$ cat src/rtl/keypad_scanner_if.sv
// Keypad-side bundle for the scanner: column drive, row sense and the
// debounced key_valid/key_code pair. The scanner uses the master modport;
// the keypad/consumer side uses the slave modport.
interface keypad_scanner_if;
   logic [3:0] row_n;
   logic [3:0] col_n;
   logic       key_valid;
   logic [3:0] key_code;

   modport master (input row_n, output col_n, output key_valid, output key_code);
   modport slave  (output row_n, input col_n, input key_valid, input key_code);
endinterface

$ cat src/rtl/keypad_scanner.sv
// 4x4 matrix keypad scanner and debouncer.
// Walks the columns (one driven low at a time), samples the synchronized rows
// at the end of each column slot, debounces press and release, and presents
// key_valid as a level while a key is held.
// Optional feature macro: KEYPAD_REPEAT_EN adds auto-repeat, a one-cycle
// key_valid low pulse after REPEAT_DELAY hold cycles and every REPEAT_PERIOD
// thereafter.
module keypad_scanner #(
   parameter int SCAN_DIV        = 1000,
   parameter int DEBOUNCE_CYCLES = 20000
`ifdef KEYPAD_REPEAT_EN
   ,
   parameter int REPEAT_DELAY    = 5000000,
   parameter int REPEAT_PERIOD   = 1000000
`endif
) (
   input  logic                clk,
   input  logic                rst,
   keypad_scanner_if.master    kp
);

   localparam int DIV_W = $clog2(SCAN_DIV);
   localparam int DEB_W = $clog2(DEBOUNCE_CYCLES);

   typedef enum logic [1:0] {SCAN, DEB_PRESS, HELD, DEB_RELEASE} state_t;

   state_t           state_q, state_d;
   logic [3:0]       row_meta_q, row_s_q;
   logic [1:0]       idx_q, idx_d;
   logic [1:0]       cand_row_q, cand_row_d;
   logic [DIV_W-1:0] div_q, div_d;
   logic [DEB_W-1:0] deb_q, deb_d;
   logic             key_valid_q, key_valid_d;
   logic [3:0]       key_code_q, key_code_d;
   logic             row_up;

`ifdef KEYPAD_REPEAT_EN
   localparam int HOLD_W = $clog2(REPEAT_DELAY > REPEAT_PERIOD ? REPEAT_DELAY : REPEAT_PERIOD);
   logic [HOLD_W-1:0] hold_q, hold_d;
   logic              rep_q, rep_d;
   logic [HOLD_W-1:0] hold_lim;
   assign hold_lim = rep_q ? HOLD_W'(REPEAT_PERIOD - 1) : HOLD_W'(REPEAT_DELAY - 1);
`endif

   // Lowest-index low row wins when several rows in one column are pressed.
   function automatic logic [1:0] low_row(input logic [3:0] r);
      if (!r[0])      return 2'd0;
      else if (!r[1]) return 2'd1;
      else if (!r[2]) return 2'd2;
      else            return 2'd3;
   endfunction

   function automatic logic [3:0] key_map(input logic [1:0] r, input logic [1:0] c);
      case ({r, c})
         4'h0: return 4'h1;  4'h1: return 4'h2;  4'h2: return 4'h3;  4'h3: return 4'hA;
         4'h4: return 4'h4;  4'h5: return 4'h5;  4'h6: return 4'h6;  4'h7: return 4'hB;
         4'h8: return 4'h7;  4'h9: return 4'h8;  4'hA: return 4'h9;  4'hB: return 4'hC;
         4'hC: return 4'hE;  4'hD: return 4'h0;  4'hE: return 4'hF;  default: return 4'hD;
      endcase
   endfunction

   // The column stays frozen while a key is debounced or held, so idx_q is
   // also the candidate column and needs no separate register.
   assign kp.col_n     = ~(4'b0001 << idx_q);
   assign kp.key_valid = key_valid_q;
   assign kp.key_code  = key_code_q;

   // Candidate row has gone high (key released or bounced open).
   assign row_up = row_s_q[cand_row_q];

   // Two-flop synchronizer for the asynchronous row inputs.
   always_ff @(posedge clk or posedge rst) begin
      if (rst) begin
         row_meta_q <= 4'hF;
         row_s_q    <= 4'hF;
      end else begin
         row_meta_q <= kp.row_n;
         row_s_q    <= row_meta_q;
      end
   end

   // State and datapath registers.
   always_ff @(posedge clk or posedge rst) begin
      if (rst) begin
         state_q     <= SCAN;
         idx_q       <= 2'd0;
         cand_row_q  <= 2'd0;
         div_q       <= '0;
         deb_q       <= '0;
         key_valid_q <= 1'b0;
         key_code_q  <= 4'h0;
`ifdef KEYPAD_REPEAT_EN
         hold_q      <= '0;
         rep_q       <= 1'b0;
`endif
      end else begin
         state_q     <= state_d;
         idx_q       <= idx_d;
         cand_row_q  <= cand_row_d;
         div_q       <= div_d;
         deb_q       <= deb_d;
         key_valid_q <= key_valid_d;
         key_code_q  <= key_code_d;
`ifdef KEYPAD_REPEAT_EN
         hold_q      <= hold_d;
         rep_q       <= rep_d;
`endif
      end
   end

   // Next-state logic: scan, debounce press, hold, debounce release.
   always_comb begin
      state_d     = state_q;
      idx_d       = idx_q;
      cand_row_d  = cand_row_q;
      div_d       = div_q;
      deb_d       = deb_q;
      key_valid_d = key_valid_q;
      key_code_d  = key_code_q;
`ifdef KEYPAD_REPEAT_EN
      hold_d      = hold_q;
      rep_d       = rep_q;
`endif
      case (state_q)
         SCAN: begin
            key_valid_d = 1'b0;
`ifdef KEYPAD_REPEAT_EN
            hold_d = '0;
            rep_d  = 1'b0;
`endif
            if (div_q == DIV_W'(SCAN_DIV - 1)) begin
               div_d = '0;
               if (row_s_q == 4'hF) begin
                  idx_d = idx_q + 2'd1;
               end else begin
                  cand_row_d = low_row(row_s_q);
                  deb_d      = '0;
                  state_d    = DEB_PRESS;
               end
            end else begin
               div_d = div_q + 1'b1;
            end
         end
         DEB_PRESS: begin
`ifdef KEYPAD_REPEAT_EN
            hold_d = '0;
            rep_d  = 1'b0;
`endif
            if (!row_up) begin
               if (deb_q == DEB_W'(DEBOUNCE_CYCLES - 1)) begin
                  key_code_d  = key_map(cand_row_q, idx_q);
                  key_valid_d = 1'b1;
                  state_d     = HELD;
               end else begin
                  deb_d = deb_q + 1'b1;
               end
            end else begin
               // Bounce or glitch: abandon and move on to the next column.
               state_d = SCAN;
               idx_d   = idx_q + 2'd1;
               div_d   = '0;
            end
         end
         HELD: begin
            key_valid_d = 1'b1;
            if (row_up) begin
               deb_d   = '0;
               state_d = DEB_RELEASE;
            end
`ifdef KEYPAD_REPEAT_EN
            else if (hold_q == hold_lim) begin
               // One-cycle low gives consumers a fresh rising edge.
               key_valid_d = 1'b0;
               hold_d      = '0;
               rep_d       = 1'b1;
            end else begin
               hold_d = hold_q + 1'b1;
            end
`else
            // Without auto-repeat key_valid stays high for the whole hold.
`endif
         end
         DEB_RELEASE: begin
            key_valid_d = 1'b1;
            if (row_up) begin
               if (deb_q == DEB_W'(DEBOUNCE_CYCLES - 1)) begin
                  key_valid_d = 1'b0;
                  state_d     = SCAN;
                  idx_d       = idx_q + 2'd1;
                  div_d       = '0;
               end else begin
                  deb_d = deb_q + 1'b1;
               end
            end else begin
               deb_d   = '0;
               state_d = HELD;
            end
         end
         default: begin
            state_d     = SCAN;
            key_valid_d = 1'b0;
         end
      endcase
   end

endmodule

$ cat src/flat_wrapper.sv
// flat-port wrapper written by rule: the top's interface ports become plain ports
module keypad_scanner_flat 
#(
   parameter int SCAN_DIV        = 1000,
   parameter int DEBOUNCE_CYCLES = 20000

)
  (clk, rst, kp_row_n, kp_col_n, kp_key_valid, kp_key_code);
  keypad_scanner_if kp_i ();
  input  logic clk;
  input  logic rst;
  input wire logic [$bits(kp_i.row_n)-1:0] kp_row_n;
  output wire logic [$bits(kp_i.col_n)-1:0] kp_col_n;
  output wire logic [$bits(kp_i.key_valid)-1:0] kp_key_valid;
  output wire logic [$bits(kp_i.key_code)-1:0] kp_key_code;
  assign kp_i.row_n = kp_row_n;
  assign kp_col_n = kp_i.col_n;
  assign kp_key_valid = kp_i.key_valid;
  assign kp_key_code = kp_i.key_code;
  keypad_scanner #(.SCAN_DIV(SCAN_DIV), .DEBOUNCE_CYCLES(DEBOUNCE_CYCLES)) u_core (.clk(clk), .rst(rst), .kp(kp_i));
endmodule
$ cat config.mk
export PLATFORM = sky130hd
export DESIGN_NAME = keypad_scanner_flat
export DESIGN_NICKNAME = d
export VERILOG_FILES = /design/src/rtl/keypad_scanner_if.sv /design/src/rtl/keypad_scanner.sv /design/src/flat_wrapper.sv
export SDC_FILE = /design/constraint.sdc
export NUM_CORES = 1
export LEC_CHECK = 0
export BUFFER_PORTS_ARGS = -buffer_cell sky130_fd_sc_hd__buf_4
export CAP_MARGIN = 10
export CORE_MARGIN = 2
export CORE_UTILIZATION = 57
export CTS_CLUSTER_SIZE = 20
export DETAILED_ROUTE_END_ITERATION = 7
export PLACE_DENSITY = 0.75
export SLEW_MARGIN = 30
export SYNTH_ARGS = -nofsm -noshare
export SYNTH_HDL_FRONTEND = slang
export SYNTH_SLANG_ARGS = --single-unit
$ cat constraint.sdc
create_clock -name clk -period 6 [get_ports clk]
set_clock_uncertainty 0.2 [all_clocks]
set_input_delay 0.6 -clock clk [delete_from_list [all_inputs] [get_ports clk]]
set_output_delay 0.6 -clock clk [all_outputs]
set_load 0.02 [all_outputs]
# Word level (Yosys, flattened, before mapping)
# Memories as Yosys holds them, arrays and structs flattened. A register that Yosys moved wholly into a read port is not among the register bits.
# Index checks and enable logic that the tools add are counted.
# W data, S select, Z words.
word_totals:
  reg_bits: 40
  romBits: 64
  in_bits: 6
  word_cells: 79
  mem_count: 1
memory_table:
  columns: ["name", "depth", "width", "rd", "rd_clocked_by_memory_dff", "write_ports", "line_no", "text"]
  rows:
  - ["(name not given)", 16, 4, 1, 1, 0, "keypad_scanner.sv:54", "case ({r, c})"]
op_classes:
  n_addsub: 3
  n_lt_le_gt_ge: 1
  eq_ne: 17
  shifts: 1
  n_mux: 36
  bitwise_logic: 3
  n_reduce_logical: 9
op_table:
  columns: ["operator", "n"]
  rows:
  - ["$mux W15", 6]
  - ["$pmux W15 S4", 1]
  - ["$mux W10", 4]
  - ["$pmux W10 S3", 1]
  - ["$mux W2", 14]
  - ["$add A15 B1 Y15 const B", 1]
  - ["$eq A15 B15 Y1 const B", 1]
  - ["$ne A2 B1 Y1 const B", 7]
  - ["$add A10 B1 Y10 const B", 1]
  - ["$eq A10 B10 Y1 const B", 1]
  - ["$pmux W2 S4", 1]
  - ["$reduce_and A4 Y1", 2]
  - ["$mux W1", 6]
  - ["$pmux W2 S3", 1]
  - ["$reduce_and A3 Y1", 2]
  - ["$reduce_and A6 Y1", 1]
  - ["$reduce_and A5 Y1", 1]
  - ["$eq A2 B2 Y1 const B", 2]
  - ["$eq A4 B4 Y1 const B", 1]
  - ["$ne A2 B2 Y1 const B", 2]
  - ["$not A4 Y4", 1]
  - ["$pmux W1 S4", 1]
  - ["$shl A1 B2 Y4 const A", 1]
  - ["$lt A2 B3 Y1 const B", 1]
  - ["9 further kinds", 10]

# Depth between registers and ports, before layout
depth:
  word_depth: 4
  mapped_depth: 9

# Worst setup path after synthesis
# OpenSTA, ideal clock, no wires.
synth_timing:
  kind: "reg2reg"
  from: "register u_core.deb_q[0]"
  to: "register u_core.idx_q[1]"
  setup_ns: 0.128
  arrival_time_ns: 1.929
  required_ns: 5.672
  slack_ns: 3.743
  path_stages_with_launch: 7
  synth_period_minus_slack_ns: 2.257
  path_cell_list: "dfrtp_1 ha_1 nand4_1 nor4_4 a2bb2oi_2 a211o_1 mux2_1"
synth_between:
  elab_chain_cells: 3
synth_rtl:
  columns: ["element", "line_no", "text"]
  rows:
  - ["start, declared", "keypad_scanner.sv:32", "logic [DEB_W-1:0] deb_q, deb_d;"]
  - ["start signal, assigned", "keypad_scanner.sv:89", "deb_q <= '0;"]
  - ["start signal, assigned", "keypad_scanner.sv:101", "deb_q <= deb_d;"]
  - ["$eq A15 B15 Y1", "keypad_scanner.sv:186", "if (deb_q == DEB_W'(DEBOUNCE_CYCLES - 1)) begin"]
  - ["$ne A2 B1 Y1 (no line)", null, null]
  - ["$reduce_and A6 Y1 (no line)", null, null]
  - ["end signal, assigned", "keypad_scanner.sv:98", "idx_q <= idx_d;"]
  - ["end, declared", "keypad_scanner.sv:29", "logic [1:0] idx_q, idx_d;"]
# Every way passes these cells.
# A chain may end at the register's enable or synchronous reset.

# Worst setup path after layout
# Ends and elaborated chain as after synthesis.

==> run metrics <==
fin crit share between 40% and 50%; Die Width between 70 and 80 µm; CTS Root Cell clkbuf_8; RR Startpoint u_core.deb_q[0]$_DFFE_PP0P_; r2r endpoint u_core.idx_q[1]$_DFFE_PP0P_; post-synth net total 289; register area 1111 µm²; Worst EP arrival between 2 and 3 ns; run status finished clean; diode count 0; vias in the first global route between 1500 and 2000; Mapped Area between 2000 and 3000 µm²; layout cell share with drive strength beyond 1 13.03%; CTS max path bufs 2; Synth Instances 270; hold path cells 0; Synth async-reset ratio between 90% and 100%; total CTS buffers 5; Cell Pwr Density between 150 and 200 nW/µm²; critical path type flip-flop to flip-flop; CTS H-tree depth 2; Crit. End Element flip-flop; Initial Util 58.94%; library cells used by synthesis between 50 and 60; #FFs+latches synth 44; post-cts resize count 0; Post-layout nets between 300 and 400; Initial DRT Pass Iterations 4; Post-DP HPWL between 3000 and 4000 µm; total grt overflow 0; Slew Limit Fails 0; CTS tree built; CP startpoint kind flip-flop; worst-margin pin slew approximately 0.92 ns; GP Congestion 0.8943; Max Cap Violations 0; hold_ws roughly 0.16 ns; sequential area share after synthesis between 40% and 50%; Routed wire per std cell 15.39 µm; clk_lat worst skew 0.30 ns; Worst VDD drop 137.7 µV; total core area 4354 µm²; Vias/cell roughly 6.3; CTS clk-pin slew, worst paths 0.09 ns; Slew Limit Headroom about two fifths; Layout fillers 353; DRC 0; most common flop cell mapped by yosys dfrtp_1; reg-to-reg slack, setup ~3.2 ns; post-CTS setup buffers 0; first-pass GRT wire length around 9000 µm; via count 2102; Pleak approximately 1.2 nW; min Tclk post-route between 2 and 3 ns; Hold Crit Start u_core.row_meta_q[1]$_DFF_PP1_; RSZ-0062 raised after global routing no; synth warn 0; Crit path required time ~6.0 ns; crit path max fanout 13; worst setup path startpoint u_core.deb_q[0]$_DFFE_PP0P_; Max Fclk between 0.3 and 0.4 GHz; Final Core Density between 60% and 70%; Die ar. slightly above 5000 µm²; PortBufs 14; Avg Cell Area, Syn 9.504 µm²; Area Overhead vs Synth 9.947%; largest net degree at the start of global routing between 40 and 50; initial antenna violation count 0; Hold Path Sink u_core.row_s_q[1]$_DFF_PP1_; area occupied by multi-input gates roughly 1300 µm²; TNS Setup 0 ns; num rows 24; Tot GR Track Use 22.18%; clock net sink count between 40 and 50; R2R depth 6; hold-fix buffers at CTS 0; Iter 0 DRT Violations roughly 150; Setup-failing EPs final 0; Fin. Hold Viols 0; # IOs 15; die height about 70 µm; Post-Route WL 5172 µm; number of synthesized flops with an enable pin 0; Post-DRT Antenna Nets 0; Min-Delay Path Class flip-flop to flip-flop
-- worst max-delay path, stage by stage (launching register included) --
cell	delay (ns)
dfrtp_1	0.44
ha_1	0.24
nand4_1	0.32
nor4_4	0.67
a2bb2oi_2	0.18
a211o_1	0.33
mux2_1	0.31
-- kinds of logic (layout without fill, tap and decap cells) --
group	after synthesis	after routing	share of synthesized area, %
and+or+nand+nor	97	97	20.28
AOI/OAI and AO/OA	78	78	20.48
buffers and inverters	27	41	4.339
muxes	10	10	4.924
adders and majority gates	13	13	6.339
xor gates and xnor gates	1	1	0.3414
DFF	44	44	43.30
-- Yosys cell counts (5+ instances only) --
library cell	count	area, µm²
a21oi_1	12	60.06
a31oi_1	12	75.07
and3_1	5	31.28
clkbuf_1	5	18.77
dfrtp_1	36	900.9
dfstp_2	8	210.2
ha_1	13	162.7
inv_1	18	67.56
mux2i_1	7	70.07
nand2_1	24	90.09
nand2b_1	6	37.54
nand3_1	16	80.08
nor2_1	14	52.55
nor3_1	8	40.04
o21ai_0	22	110.1
o31ai_1	7	52.55
-- flip-flops by register name (all words and copies together) (netlist names), named ones only --
| name | flops |
|---|---|
| u_core.kp.key_valid | 1 |
| u_core.idx_q | 2 |
| u_core.row_s_q | 4 |
| u_core.kp.key_code | 4 |
| u_core.div_q | 10 |
| u_core.deb_q | 15 |
| u_core.cand_row_q | 2 |
| u_core.row_meta_q | 4 |
| u_core.state_q | 1 |
-- metrics by stage --
stage	instances	power, mW	cell area (µm²)	worst slack [ns]
finish	336	0.5544	2821	3.206
global route	336	0.5719	2821	2.980
CTS	336	0.5603	2821	3.200
detailed placement	328	0.3208	2700	3.208
global placement	328	0.3203	2700	3.269
floorplan	270	0.3149	2566	3.743
-- how the worst max path moves through the flow --
stage | depth (start not counted) | to | slack (ns)
after global routing | 6 | u_core.div_q[6]$_DFFE_PP0P_ | 2.98
after CTS | 6 | u_core.idx_q[1]$_DFFE_PP0P_ | 3.20
after detailed placement | 6 | u_core.idx_q[1]$_DFFE_PP0P_ | 3.21
after floorplan | 6 | u_core.idx_q[1]$_DFFE_PP0P_ | 3.74
after global placement | 6 | u_core.idx_q[1]$_DFFE_PP0P_ | 3.27
final | 6 | u_core.idx_q[1]$_DFFE_PP0P_ | 3.21
-- report_power, final --
group	internal [mW]	switching, mW
sequential	0.301	0.00185
clock	0.136	0.104
combinational	0.00382	0.00767
total	0.441	0.113
-- per-layer routing --
metal / vias to the layer above / GRT usage (%) / share of wire (%)
li1: 1030 / - / -
met5: - / 0 / 0
met2: 41 / 37.28 / 50
met3: 7 / 4.558 / 3.7
met4: 0 / 6.709 / 1.2
met1: 1024 / 29.06 / 45
-- final cells by class --
class	instances	area share, %
Timing Repair Buffer	15	3.991
Multi-Input combinational cell	199	47.63
Clock inverter	2	1.375
Clock buffer	6	2.927
Sequential cell	44	39.38
Tap cell	52	2.306
Inverter	18	2.395
-- layout by cell type, fill, tap and decap left out, types with 12 or more instances in the layout --
cell type,instances
a21oi_1,12
a31oi_1,12
inv_1,17
nand3_1,16
nor2_1,14
buf_4,15
ha_1,13
dfrtp_1,36
o21ai_0,22
nand2_1,24
No activity file was read; power rests on OpenSTA's default activity.
